--- config.mk ---
export PLATFORM = sky130hd
export DESIGN_NAME = serial_addsub_flat
export DESIGN_NICKNAME = d
export VERILOG_FILES = /design/src/rtl/serial_addsub_if.sv /design/src/rtl/serial_addsub.sv /design/src/flat_wrapper.sv
export SDC_FILE = /design/constraint.sdc
export NUM_CORES = 1
export LEC_CHECK = 0
export CAP_MARGIN = 20
export CORE_ASPECT_RATIO = 0.9
export CORE_MARGIN = 1.5
export CORE_UTILIZATION = 40
export CTS_BUF_LIST = sky130_fd_sc_hd__clkbuf_16
export DETAILED_ROUTE_END_ITERATION = 6
export MAX_ROUTING_LAYER = met4
export PLACE_DENSITY = 0.69
export SLEW_MARGIN = 20
export SYNTH_ARGS = -nofsm -noshare
export SYNTH_HDL_FRONTEND = slang
export SYNTH_SLANG_ARGS = --single-unit
--- constraint.sdc ---
create_clock -name clk -period 2.2 [get_ports clk]
set_clock_uncertainty 0.05 [all_clocks]
set_input_delay 0.22 -clock clk [delete_from_list [all_inputs] [get_ports clk]]
set_output_delay 0.22 -clock clk [all_outputs]
set_load 0.01 [all_outputs]
--- src/rtl/serial_addsub_if.sv ---
// serial_addsub_if: request/result bundle for the bit-serial adder/subtractor.
//   start, sub, in_a, in_b         : request, driven by the controller (master)
//   busy, done, sum_out,
//   carry_out, overflow            : status/result, driven by the unit (slave)
interface serial_addsub_if #(
  parameter int WIDTH = 4
);
  logic             start;
  logic             sub;
  logic [WIDTH-1:0] in_a;
  logic [WIDTH-1:0] in_b;
  logic             busy;
  logic             done;
  logic [WIDTH-1:0] sum_out;
  logic             carry_out;
  logic             overflow;

  modport master (
    output start, sub, in_a, in_b,
    input  busy, done, sum_out, carry_out, overflow
  );

  modport slave (
    input  start, sub, in_a, in_b,
    output busy, done, sum_out, carry_out, overflow
  );
endinterface

--- src/rtl/serial_addsub.sv ---
// serial_addsub: bit-serial WIDTH-bit adder/subtractor, LSB first, one
// full-adder slice per clock.
//   clk  : rising-edge clock
//   rst  : asynchronous reset, active low
//   bus  : serial_addsub_if.slave
//          start/sub/in_a/in_b sampled only when idle;
//          busy high while shifting, done pulses once when sum_out,
//          carry_out and overflow are updated (held until next completion).
// Subtraction is a + ~b + 1: B is inverted on load and the carry FF is
// seeded with sub. carry_out is therefore "no borrow" in subtract mode.
module serial_addsub #(
  parameter int WIDTH = 4
) (
  input  logic          clk,
  input  logic          rst,
  serial_addsub_if.slave bus
);
  localparam int CW = (WIDTH > 1) ? $clog2(WIDTH) : 1;
  localparam logic [CW-1:0] LAST = CW'(WIDTH - 1);

  typedef enum logic {IDLE, SHIFT} state_t;

  state_t           state;
  logic [WIDTH-1:0] a_sr, b_sr, res_sr;
  logic             cy;
  logic [CW-1:0]    cnt;

  // one full-adder slice on the current LSBs
  logic s_bit, c_nxt;
  logic [WIDTH-1:0] res_nxt;
  assign s_bit   = a_sr[0] ^ b_sr[0] ^ cy;
  assign c_nxt   = (a_sr[0] & b_sr[0]) | (a_sr[0] & cy) | (b_sr[0] & cy);
  assign res_nxt = {s_bit, res_sr[WIDTH-1:1]};

  always_ff @(posedge clk or negedge rst) begin
    if (!rst) begin
      state         <= IDLE;
      a_sr          <= '0;
      b_sr          <= '0;
      res_sr        <= '0;
      cy            <= 1'b0;
      cnt           <= '0;
      bus.busy      <= 1'b0;
      bus.done      <= 1'b0;
      bus.sum_out   <= '0;
      bus.carry_out <= 1'b0;
      bus.overflow  <= 1'b0;
    end else begin
      bus.done <= 1'b0;
      case (state)
        IDLE: begin
          if (bus.start) begin
            a_sr     <= bus.in_a;
            b_sr     <= bus.in_b ^ {WIDTH{bus.sub}};
            cy       <= bus.sub;
            cnt      <= '0;
            bus.busy <= 1'b1;
            state    <= SHIFT;
          end
        end
        SHIFT: begin
          a_sr   <= a_sr >> 1;
          b_sr   <= b_sr >> 1;
          res_sr <= res_nxt;
          cy     <= c_nxt;
          cnt    <= cnt + 1'b1;
          if (cnt == LAST) begin
            // cy here is the carry into the MSB slice
            bus.sum_out   <= res_nxt;
            bus.carry_out <= c_nxt;
            bus.overflow  <= cy ^ c_nxt;
            bus.done      <= 1'b1;
            bus.busy      <= 1'b0;
            state         <= IDLE;
          end
        end
        default: state <= IDLE;
      endcase
    end
  end
endmodule

--- src/flat_wrapper.sv ---
// flat-port wrapper written by rule: the top's interface ports become plain ports
module serial_addsub_flat 
#(
  parameter int WIDTH = 4
)
  (clk, rst, bus_start, bus_sub, bus_in_a, bus_in_b, bus_busy, bus_done, bus_sum_out, bus_carry_out, bus_overflow);
  serial_addsub_if #(.WIDTH(WIDTH)) bus_i ();
  input  logic clk;
  input  logic rst;
  input wire logic [$bits(bus_i.start)-1:0] bus_start;
  input wire logic [$bits(bus_i.sub)-1:0] bus_sub;
  input wire logic [$bits(bus_i.in_a)-1:0] bus_in_a;
  input wire logic [$bits(bus_i.in_b)-1:0] bus_in_b;
  output wire logic [$bits(bus_i.busy)-1:0] bus_busy;
  output wire logic [$bits(bus_i.done)-1:0] bus_done;
  output wire logic [$bits(bus_i.sum_out)-1:0] bus_sum_out;
  output wire logic [$bits(bus_i.carry_out)-1:0] bus_carry_out;
  output wire logic [$bits(bus_i.overflow)-1:0] bus_overflow;
  assign bus_i.start = bus_start;
  assign bus_i.sub = bus_sub;
  assign bus_i.in_a = bus_in_a;
  assign bus_i.in_b = bus_in_b;
  assign bus_busy = bus_i.busy;
  assign bus_done = bus_i.done;
  assign bus_sum_out = bus_i.sum_out;
  assign bus_carry_out = bus_i.carry_out;
  assign bus_overflow = bus_i.overflow;
  serial_addsub #(.WIDTH(WIDTH)) u_core (.clk(clk), .rst(rst), .bus(bus_i));
endmodule
==> impl_metrics.json, run 1 <==
{
  "start_util": 0.440,
  "path_delay_family": "flip-flops",
  "clock_path_buffers": 2,
  "whs_ns": 0.268,
  "worstSetupPathType": "register to register",
  "diodes": 0,
  "grt_pass1_wl_um": 2830,
  "hold_viol": 0,
  "drc": 0,
  "dieWidth_um": 55.6,
  "final_nets": 111,
  "hpwl_um": 1090,
  "fmax_mhz": 639,
  "critPathRequiredTime_ns": 2.28,
  "slowest_stage": "dfrtp_1",
  "cts_setup_buffers": 0,
  "fin_setup_tns_ns": 0,
  "synth.most_common_cell": "dfrtp_1",
  "ys_types": 23,
  "rsz0062_at_grt": "no",
  "crit_chain": "nand2_2, mux2_1",
  "post_cts_resized": 0,
  "drt_iter0_drc": 2,
  "detail-route-antenna-nets": 0,
  "hp-class": "input port to asynchronous set/reset pin",
  "htree_levels": 1,
  "ys_warn_count": 0,
  "endpoint_kind": "register",
  "max_slew_margin": 0.555,
  "synth-seq-cells": 23,
  "clk_latency_ns": 0.26,
  "synth_ff_type": "dfrtp_1",
  "fillers": 195,
  "cp_data_arrival_time_ns": 1.65,
  "final.min_clock_period_ns": 1.57,
  "synth_commonest_cells": "23 x dfrtp_1, 9 x mux2_1, 5 x mux2i_1",
  "crit_path_max_fanout": 23,
  "drtPass1Iterations": 4,
  "routed_wl_um": 1570,
  "synth_seq_area_share": 0.579,
  "grt-ovfl-total": 0,
  "synth_area_leader_cell": "dfrtp_1",
  "powerDensity_mw_per_mm2": 1310,
  "cts.sinks": 23,
  "drt-wirelength-per-cell_um": 12.8,
  "synthCells": 75,
  "final_layout_size_suffix_gt1_frac": 0.0833,
  "crit_path_start_kind": "register",
  "dieArea_mm2": 0.00280,
  "track_usage": 0.141,
  "synth_fp_nets": 89,
  "core.rowCount": 16,
  "vias_per_cell": 5.05,
  "max_slew.worst_pin.slew_ns": 0.668,
  "outcome": "finished, final reports clean",
  "min_period_over_period": 0.711,
  "max_stage_delay_ns": 0.77,
  "numPortBuffers": 19,
  "antenna_found_initial": 0,
  "clkSlewWorstSetupHoldPaths_ns": 0.06,
  "grt_pass1_vias": 623,
  "cts_hold_buffers": 0,
  "synthArstFlopShare": 1.00,
  "leakagePower_nw": 0.590,
  "synth_top_area_frac": 0.579,
  "cts_tree": "built",
  "root_buffer": "clkbuf_16",
  "area_growth_pct": 29.2,
  "numCtsBuffers": 3,
  "cap_violations": 0,
  "synth_edf_count": 0,
  "synth_area_leaders": "dfrtp_1 58%, mux2_1 10%, mux2i_1 5.0%",
  "synth_area_um2": 995,
  "peakVddDrop_mv": 0.838,
  "crit_buf_inv": 0,
  "die_h_um": 50.3,
  "grt_max_degree": 24,
  "vias": 621,
  "maxSlewViolCount": 0,
  "syn_avg_cell_area_um2": 13.3,
  "setup_violations": 0,
  "gp_congestion": 0.710,
  "boundaryPins": 20,
  "coreArea_mm2": 0.00226
}
through the flow:
stage               instance area [µm²]  power (mW)  instances  setup WS (ns)   util
floorplan                           995        1.09         75          0.736      -
global placement                   1200        1.30        119          0.677  0.533
detailed placement                 1200        1.32        119          0.637  0.533
CTS                                1280        1.72        123          0.625  0.568
global route                       1280        1.82        123          0.475  0.568
finish                             1280        1.69        123          0.635  0.568
logic make-up after synthesis:
family | share of synthesized area
AO/OA/AOI/OAI | 0.0830
XOR/XNOR | 0.0440
adder cells (fa/ha/maj) | 0.0327
buffers and inverters | 0.0365
flip-flops | 0.579
multiplexers | 0.164
AND/OR/NAND/NOR | 0.0616
state kept, by name, summed over array words and instances (netlist names):
signal,count
u_core.a_sr,4
u_core.b_sr,4
u_core.bus.sum_out,4
u_core.res_sr,3
u_core.cnt,2
u_core.bus.busy,1
u_core.bus.carry_out,1
u_core.bus.done,1
u_core.bus.overflow,1
u_core.cy,1
u_core.state,1
final cells by class:
| cell class | count | area [µm²] | share of cell area |
|---|---|---|---|
| repair buffers | 21 | 205 | 0.160 |
| inverters | 2 | 7.51 | 0.00584 |
| multi-input cells | 46 | 383 | 0.298 |
| well taps | 27 | 33.8 | 0.0263 |
| clock inverters | 1 | 5.00 | 0.00389 |
| flip-flops and latches | 23 | 576 | 0.448 |
| clock buffers | 3 | 75.1 | 0.0584 |
routing by layer:
metal | part of all wire | vias to the layer above | GRT usage
met1 | 0.46 | 299 | 0.171
met4 | 0.017 | 0 | 0.0610
met3 | 0.054 | 4 | 0.0567
met2 | 0.47 | 18 | 0.210
li1 | - | 300 | -
met5 | 0 | - | -
worst paths after layout:
kind	from	endpoint	slack, ns	depth (start not counted)
setup / recovery	u_core.state	u_core.bus.sum_out[2]	0.63	2
hold / removal	rst	u_core.bus.done	0.27	2
setup reg to reg	u_core.state	u_core.bus.sum_out[2]	0.63	2
hold reg to reg	u_core.a_sr[1]	u_core.a_sr[0]	0.44	2
max in group asynchronous	rst	u_core.a_sr[0]	1.61	2
min in group clk	u_core.a_sr[1]	u_core.a_sr[0]	0.44	2
where the power goes:
group / internal [mW] / total (mW) / switching [mW] / leakage, nW
sequential: 0.609 / 0.763 / 0.154 / 0.286
combinational: 0.332 / 0.535 / 0.203 / 0.263
clock: 0.244 / 0.390 / 0.146 / 0.0409
total: 1.19 / 1.69 / 0.503 / 0.590
cell usage in the layout, fill, tap and decap left out:
| master | synthesis | routed |
|---|---|---|
| dfrtp_1 | 23 | 23 |
| clkdlybuf4s50_1 | 0 | 19 |
| mux2_1 | 9 | 9 |
| mux2i_1 | 5 | 5 |
| xor2_1 | 4 | 4 |
| nor2_1 | 4 | 4 |
| nand2_1 | 4 | 4 |
| o21ai_1 | 4 | 4 |
| and2_1 | 3 | 3 |
| a221o_1 | 3 | 3 |
| clkbuf_16 | 0 | 3 |
| inv_1 | 2 | 2 |
| buf_4 | 1 | 2 |
| nand2_2 | 1 | 1 |
| nor2b_1 | 1 | 1 |
| a21o_1 | 1 | 1 |
| xnor2_1 | 1 | 1 |
| a211oi_1 | 1 | 1 |
| a22o_1 | 1 | 1 |
| o2bb2ai_1 | 1 | 1 |
| mux2_2 | 1 | 1 |
| fa_1 | 1 | 1 |
| ha_1 | 1 | 1 |
| clkinv_2 | 0 | 1 |
No activity file was read; power rests on OpenSTA's default activity.
==> run 2: changes to the inputs <==
- clock period: 2.2 -> 1.6 ns (I/O delays scaled with it)
==> impl_metrics.json, run 2 (synthesis results as in run 1) <==
{
  "outcome": "finished, final reports clean",
  "dieArea_mm2": 0.00280,
  "hp-class": "input port to asynchronous set/reset pin",
  "fin_setup_tns_ns": 0,
  "dp_slack_ns": 0.0959,
  "core.rowCount": 16,
  "routed_wl_um": 1680,
  "min_period_over_period": 0.947,
  "boundaryPins": 20,
  "setup_violations": 0,
  "endpoint_kind": "register",
  "place_area_mm2": 0.00122,
  "dpl.cell_count": 121,
  "diodes": 0,
  "start_util": 0.440,
  "die_h_um": 50.3,
  "finalPower_mw": 2.34,
  "clk_latency_ns": 0.25,
  "worstSetupPathType": "register to register",
  "maxSlewViolCount": 0,
  "hpwl_um": 1190,
  "grt-ovfl-total": 0,
  "post_cts_resized": 0,
  "dieWidth_um": 55.6,
  "track_usage": 0.143,
  "final.min_clock_period_ns": 1.52,
  "layoutNonFillerInstCount": 125,
  "vias": 639,
  "cp_data_arrival_time_ns": 1.60,
  "cts_tree": "built",
  "crit_buf_inv": 0,
  "final_layout_size_suffix_gt1_frac": 0.0918,
  "cts_setup_buffers": 0,
  "htree_levels": 1,
  "numCtsBuffers": 3,
  "max_slew.worst_pin.slew_ns": 0.330,
  "drt_iter0_drc": 10,
  "grt_pass1_wl_um": 2970,
  "final_area_mm2": 0.00130,
  "cap_violations": 0,
  "rsz0062_at_grt": "no",
  "leakagePower_nw": 0.601,
  "layout_commonest_cell": "dfrtp_1",
  "crit_chain": "fa_1, xor2_1, mux2_1",
  "drt-wirelength-per-cell_um": 13.4,
  "fillers": 191,
  "final_util": 0.574,
  "path_delay_family": "adder cells",
  "detail-route-antenna-nets": 0,
  "fmax_mhz": 660,
  "reg_top3": "u_core.a_sr: 4 flops, u_core.b_sr: 4 flops, u_core.bus.sum_out: 4 flops",
  "clock_path_buffers": 2,
  "drtPass1Iterations": 4,
  "gp_congestion": 0.705,
  "mostFrequentLayoutCells": "23 x dfrtp_1, 19 x clkdlybuf4s50_1, 9 x mux2_1",
  "cts_hold_buffers": 0,
  "antenna_found_initial": 0,
  "root_buffer": "clkbuf_16",
  "clkSlewWorstSetupHoldPaths_ns": 0.06,
  "critPathRequiredTime_ns": 1.69,
  "slowest_stage": "fa_1",
  "crit_path_max_fanout": 3,
  "cts.sinks": 23,
  "area_growth_pct": 30.6,
  "max_stage_delay_ns": 0.48,
  "final.setup.worst_slack_ns": 0.0841,
  "max_slew_margin": 0.780,
  "grt_pass1_vias": 664,
  "grt_max_degree": 24,
  "numPortBuffers": 19,
  "peakVddDrop_mv": 1.08,
  "drc": 0,
  "crit_path_start_kind": "register",
  "hold_viol": 0,
  "whs_ns": 0.210,
  "final_nets": 113,
  "powerDensity_mw_per_mm2": 1800,
  "vias_per_cell": 5.11,
  "coreArea_mm2": 0.00226
}
[run 2: routing by layer]
| metal | vias to the layer above | track usage | part of all wire |
|---|---|---|---|
| met5 | - | - | 0 |
| met2 | 17 | 0.246 | 0.48 |
| met3 | 4 | 0.0567 | 0.056 |
| met4 | 0 | 0.0366 | 0.011 |
| li1 | 302 | - | - |
| met1 | 316 | 0.157 | 0.46 |
[run 2: report_power, final]
part	switching (mW)	total [mW]	internal (mW)
registers	0.177	1.02	0.839
logic	0.326	0.797	0.471
clock network	0.196	0.530	0.333
total	0.699	2.34	1.64
[run 2: cell type report]
type	count	area [µm²]	share of cell area
clock buffers	3	75.1	0.0578
clock inverters	1	3.75	0.00289
repair buffers	23	220	0.170
well taps	27	33.8	0.0260
inverters	2	7.51	0.00578
multi-input cells	46	383	0.295
flip-flops and latches	23	576	0.443
[run 2: path summary, 6_finish.rpt]
check | startpoint | to | slack, ns | depth (start not counted)
max | u_core.cy | u_core.bus.overflow | 0.08 | 3
min | rst | u_core.bus.sum_out[1] | 0.21 | 2
max reg2reg | u_core.cy | u_core.bus.overflow | 0.08 | 3
min reg2reg | u_core.res_sr[1] | u_core.bus.sum_out[0] | 0.43 | 1
max in group asynchronous | rst | u_core.b_sr[2] | 1.06 | 2
min in group clk | u_core.res_sr[1] | u_core.bus.sum_out[0] | 0.43 | 1
